File: src/rtl/chram_writer.sv
// rtl/chram_writer.sv - text-console command writer for the character-map RAMs
// Turns putc/setpos/setcol/clear commands into single-cycle {char, fg, bg} cell writes.
module chram_writer #(
    parameter int COLS = 40,
    parameter int ROWS = 30
) (
    input  logic        clk,
    input  logic        reset,
    input  logic        cmd_valid,
    output logic        cmd_ready,
    input  logic [1:0]  cmd_op,
    input  logic [15:0] cmd_data,
    output logic [11:0] chram_addr,
    output logic        chram_wr,
    output logic [7:0]  chram_data_in,
    output logic [7:0]  fgcolram_data_in,
    output logic [7:0]  bgcolram_data_in,
    output logic [5:0]  cursor_x,
    output logic [5:0]  cursor_y
);

    localparam logic [1:0] S_IDLE    = 2'd0;
    localparam logic [1:0] S_CLRLINE = 2'd1;
    localparam logic [1:0] S_CLEAR   = 2'd2;

    localparam logic [1:0] OP_PUTC   = 2'b00;
    localparam logic [1:0] OP_SETPOS = 2'b01;
    localparam logic [1:0] OP_CLEAR  = 2'b10;
    localparam logic [1:0] OP_SETCOL = 2'b11;

    localparam logic [5:0] COL_MAX = 6'(COLS - 1);
    localparam logic [5:0] ROW_MAX = 6'(ROWS - 1);
    localparam logic [7:0] BLANK   = 8'h20;
    localparam logic [7:0] NEWLINE = 8'h0A;

    logic [1:0]  state_q, state_d;
    logic [5:0]  sweep_col_q, sweep_col_d;
    logic [5:0]  sweep_row_q, sweep_row_d;
    logic [5:0]  cursor_x_q, cursor_x_d;
    logic [5:0]  cursor_y_q, cursor_y_d;
    logic [7:0]  fg_q, fg_d;
    logic [7:0]  bg_q, bg_d;
    logic [11:0] addr_q, addr_d;
    logic        wr_q, wr_d;
    logic [7:0]  chr_q, chr_d;
    logic [7:0]  fg_out_q, fg_out_d;
    logic [7:0]  bg_out_q, bg_out_d;

    logic [5:0]  next_row;
    logic [5:0]  pos_col;
    logic [5:0]  pos_row;

    assign cmd_ready = (state_q == S_IDLE) && !reset;

    assign next_row = (cursor_y_q == ROW_MAX) ? 6'd0 : cursor_y_q + 6'd1;
    assign pos_col  = (cmd_data[5:0]  > COL_MAX) ? COL_MAX : cmd_data[5:0];
    assign pos_row  = (cmd_data[13:8] > ROW_MAX) ? ROW_MAX : cmd_data[13:8];

    always_comb begin
        state_d     = state_q;
        sweep_col_d = sweep_col_q;
        sweep_row_d = sweep_row_q;
        cursor_x_d  = cursor_x_q;
        cursor_y_d  = cursor_y_q;
        fg_d        = fg_q;
        bg_d        = bg_q;
        addr_d      = addr_q;
        wr_d        = 1'b0;
        chr_d       = chr_q;
        fg_out_d    = fg_out_q;
        bg_out_d    = bg_out_q;

        case (state_q)
            S_IDLE: begin
                if (cmd_valid) begin
                    case (cmd_op)
                        OP_PUTC: begin
                            if (cmd_data[7:0] == NEWLINE) begin
                                cursor_x_d  = 6'd0;
                                cursor_y_d  = next_row;
                                sweep_col_d = 6'd0;
                                state_d     = S_CLRLINE;
                            end else begin
                                wr_d     = 1'b1;
                                addr_d   = {cursor_y_q, cursor_x_q};
                                chr_d    = cmd_data[7:0];
                                fg_out_d = fg_q;
                                bg_out_d = bg_q;
                                if (cursor_x_q == COL_MAX) begin
                                    cursor_x_d  = 6'd0;
                                    cursor_y_d  = next_row;
                                    sweep_col_d = 6'd0;
                                    state_d     = S_CLRLINE;
                                end else begin
                                    cursor_x_d = cursor_x_q + 6'd1;
                                end
                            end
                        end
                        OP_SETPOS: begin
                            cursor_x_d = pos_col;
                            cursor_y_d = pos_row;
                        end
                        OP_CLEAR: begin
                            sweep_col_d = 6'd0;
                            sweep_row_d = 6'd0;
                            state_d     = S_CLEAR;
                        end
                        default: begin
                            fg_d = cmd_data[7:0];
                            bg_d = cmd_data[15:8];
                        end
                    endcase
                end
            end
            S_CLRLINE: begin
                // cursor_y already points at the freshly advanced row
                wr_d     = 1'b1;
                addr_d   = {cursor_y_q, sweep_col_q};
                chr_d    = BLANK;
                fg_out_d = fg_q;
                bg_out_d = bg_q;
                if (sweep_col_q == COL_MAX) begin
                    state_d = S_IDLE;
                end else begin
                    sweep_col_d = sweep_col_q + 6'd1;
                end
            end
            S_CLEAR: begin
                wr_d     = 1'b1;
                addr_d   = {sweep_row_q, sweep_col_q};
                chr_d    = BLANK;
                fg_out_d = fg_q;
                bg_out_d = bg_q;
                if (sweep_col_q == COL_MAX) begin
                    sweep_col_d = 6'd0;
                    if (sweep_row_q == ROW_MAX) begin
                        state_d    = S_IDLE;
                        cursor_x_d = 6'd0;
                        cursor_y_d = 6'd0;
                    end else begin
                        sweep_row_d = sweep_row_q + 6'd1;
                    end
                end else begin
                    sweep_col_d = sweep_col_q + 6'd1;
                end
            end
            default: state_d = S_IDLE;
        endcase
    end

    always_ff @(posedge clk) begin
        if (reset) begin
            state_q     <= S_IDLE;
            sweep_col_q <= 6'd0;
            sweep_row_q <= 6'd0;
            cursor_x_q  <= 6'd0;
            cursor_y_q  <= 6'd0;
            fg_q        <= 8'hFF;
            bg_q        <= 8'h00;
            addr_q      <= 12'd0;
            wr_q        <= 1'b0;
            chr_q       <= 8'd0;
            fg_out_q    <= 8'd0;
            bg_out_q    <= 8'd0;
        end else begin
            state_q     <= state_d;
            sweep_col_q <= sweep_col_d;
            sweep_row_q <= sweep_row_d;
            cursor_x_q  <= cursor_x_d;
            cursor_y_q  <= cursor_y_d;
            fg_q        <= fg_d;
            bg_q        <= bg_d;
            addr_q      <= addr_d;
            wr_q        <= wr_d;
            chr_q       <= chr_d;
            fg_out_q    <= fg_out_d;
            bg_out_q    <= bg_out_d;
        end
    end

    assign chram_addr       = addr_q;
    assign chram_wr         = wr_q;
    assign chram_data_in    = chr_q;
    assign fgcolram_data_in = fg_out_q;
    assign bgcolram_data_in = bg_out_q;
    assign cursor_x         = cursor_x_q;
    assign cursor_y         = cursor_y_q;

endmodule

File: config.mk
export PLATFORM = sky130hd
export DESIGN_NAME = chram_writer
export DESIGN_NICKNAME = d
export VERILOG_FILES = /design/src/rtl/chram_writer.sv
export SDC_FILE = /design/constraint.sdc
export NUM_CORES = 1
export LEC_CHECK = 0
export BUFFER_PORTS_ARGS = -buffer_cell sky130_fd_sc_hd__buf_2
export CORE_MARGIN = 1.5
export CORE_UTILIZATION = 50
export DETAILED_ROUTE_END_ITERATION = 12
export PLACE_DENSITY = 0.78
export REMOVE_ABC_BUFFERS = 1
export SYNTH_ARGS = -nofsm -noshare
export SYNTH_HDL_FRONTEND = slang
export SYNTH_SLANG_ARGS = --single-unit
File: constraint.sdc
create_clock -name clk -period 2.1 [get_ports clk]
set_input_delay 0.315 -clock clk [delete_from_list [all_inputs] [get_ports clk]]
set_output_delay 0.315 -clock clk [all_outputs]
set_load 0.05 [all_outputs]
==> flow_metrics.tcl <==
set metrics [dict create \
    rows 31 \
    synth_fa_ha_area_share_pct 3.35 \
    die_w_um 89.4 \
    yosys.area.top_type "dfxtp_1" \
    portBuffers 70 \
    synth_mux_area_share_pct 1.07 \
    synth_xor_xnor_area_share_pct 0.939 \
    cts_buffer_depth 2 \
    synth_cell_type_count 48 \
    crit_type "flip-flop to flip-flop" \
    clk_pin_slew_ps 80 \
    startpoint_type "flip-flop" \
    pwr_density_cell_nw_per_um2 848 \
    synth_area_leaders "dfxtp_1, nand2_1, a21oi_1" \
    final_common_cell "nand2_1" \
    cts_setup_buffers 0 \
    layout_min_cycle_time_ps 2010 \
    async_flop_share_pct 0 \
    cts_tree "built" \
    die_h_um 89.4 \
    min_path_cells 3 \
    min_from "cmd_data[15]" \
    drv_slew 0 \
    synth-edff-count 0 \
    max-cap-violations 0 \
    critPathRequiredTime_ps 2390 \
    grt_overflow 0 \
    grt_pass1_wl_um 16700 \
    min_to "bg_q[7]" \
    yosys.area_share.simple_pct 25.3 \
    rr_worst_depth 7 \
    htreeDepth 3 \
    antennaDiodeCount 0 \
    totalWireLength_um 10400 \
    relSlewSlack_pct 63.4 \
    track_usage_pct 27.0 \
    via_per_inst 5.82 \
    p_leak_nw 1.97 \
    layout_worst_path_cycle_share_pct 95.9 \
    clk_latency_ps 360 \
    grt_max_degree 30 \
    seq_area_frac_synth_pct 42.4 \
    fmax_ghz 0.496 \
    clock-root-buffer "clkbuf_8" \
    synth_cells 470 \
    cts_hold_buf 0 \
    peakVddDrop_v 0.000471 \
    timing.rr.start "sweep_row_q[1]" \
    num_vias 3941 \
    avgSynthCellArea_um2 7.94 \
    holdWs_ps 191 \
    dp_hpwl_um 7440 \
    area_growth_pct 27.6 \
    crit_path_end_kind "flip-flop" \
    drc_errors 0 \
    drive_above_1_share_pct 26.6 \
    synth-main-ff-cell "dfxtp_1" \
    drt_iter0_drc 225 \
    initial_core_util_pct 51.4 \
    grt_pass1_vias 3524 \
    final_cell_mix "nand2_1, dfxtp_1, buf_2, buf_4, a21oi_1" \
    synth_top_area_share_pct 42.4 \
    worst_pin_slew_ps 549 \
    finalSetupViolCount 0 \
    yosysWarnings 0 \
    synth_top_family_by_area "simple AND/OR/NAND/NOR gates" \
    syn-cell-area_um2 3730 \
    worstPathMaxFanout 2 \
    synth_compound_area_share_pct 21.3 \
    grt_setup_unrepaired "true" \
    skew_ps 5.68 \
    nets 605 \
    ys_seq_elements 79 \
    dr.pass1.iters 5 \
    die_area_um2 7990 \
    crit_arrival_ps 2300 \
    wl_per_cell_um 15.3 \
    hold_class "input pin to flip-flop" \
    io_pins 71 \
    cts_buffers 9 \
    finalPower_mw 4.04 \
    cts_sinks 79 \
    timing.rr.end "cursor_x[1]" \
    antenna_found_initial 0 \
    core_area_um2 7250 \
    ant_nets 0 \
    gp_congestion 0.932 \
    r2r_slack_ps 90 \
    hold_viol_final 0 \
    status "finished, final reports clean" \
]
## cell families after synthesis
family | Yosys count
fa+ha+maj | 10
compound gates | 122
mux | 4
simple gates | 198
buf+inv | 53
flops | 79
xor+xnor | 4
## layer usage
layer	vias up	track usage (%)	wire length, µm
met2	172	44.0	4970
met1	1855	35.0	4510
met4	0	12.7	228
li1	1891	-	-
met5	-	0	0
met3	23	4.43	671
## flip-flops by register name, summed over array words and instances (netlist names)
signal	cells
bg_q	8
bgcolram_data_in	8
chram_addr	12
chram_data_in	8
chram_wr	1
cursor_x	6
cursor_y	6
fg_q	8
fgcolram_data_in	8
state_q	2
sweep_col_q	6
sweep_row_q	6
## cell usage after synthesis (9+ instances only)
cell type / n
a211oi_1: 14
a21oi_1: 44
clkbuf_1: 28
dfxtp_1: 79
ha_1: 10
inv_1: 22
nand2_1: 86
nand3_1: 22
nand4_1: 12
nor2_1: 32
nor3_1: 9
o21ai_0: 15
## critical path, stage by stage (launching register included)
cell and delay (ps):
dfxtp_1 320, inv_1 60, ha_2 180, nand2b_1 80
o41ai_2 350, and3b_1 240, or4b_2 600, a21oi_2 130
## worst max path at each step
stage / end / from / cells after the start
final: cursor_x[1] / sweep_row_q[1] / 7
after global routing: state_q[0] / cursor_x[0] / 7
after CTS: state_q[1] / cursor_x[0] / 6
after detailed placement: state_q[1] / cmd_data[0] / 6
after global placement: state_q[1] / cmd_data[0] / 6
after floorplan: chram_data_in[0] / state_q[0] / 5
## metrics by stage
step / cell area, µm² / worst slack [ps] / setup TNS (ps) / util [%] / instances
6_report: 4760 / 85.4 / 0 / 65.6 / 677
5_1_grt: 4760 / -10.6 / -18.6 / 65.6 / 677
4_1_cts: 4740 / 17.1 / 0 / 65.3 / 677
3_5_place_dp: 4520 / -169 / -694 / 62.3 / 662
3_3_place_gp: 4520 / -137 / -265 / 62.3 / 662
2_1_floorplan: 3600 / -573 / -21640 / - / 439
## power by group
part	leakage, nW	switching, mW	internal, mW
sequential	0.645	0.0714	1.61
clock	0.105	0.563	0.660
combinational	1.22	0.778	0.353
total	1.97	1.41	2.62
## final cells by class
class                           count  area (µm²)
Fill cell                         655        2490
Multi-Input combinational cell    338        1980
Sequential cell                    79        1590
Timing Repair Buffer              124         781
Clock buffer                        9         124
Tap cell                           99         124
Clock inverter                      6        86.3
Inverter                           22        82.6
## repair_timing
| action | CTS | global route |
|---|---|---|
| pin swaps | 0 | 4 |
| endpoints found under the setup margin | 1 | 8 |
| cloned | 0 | 0 |
| gates resized for setup | 1 | 9 |
Power figures use the tool's default switching activity.
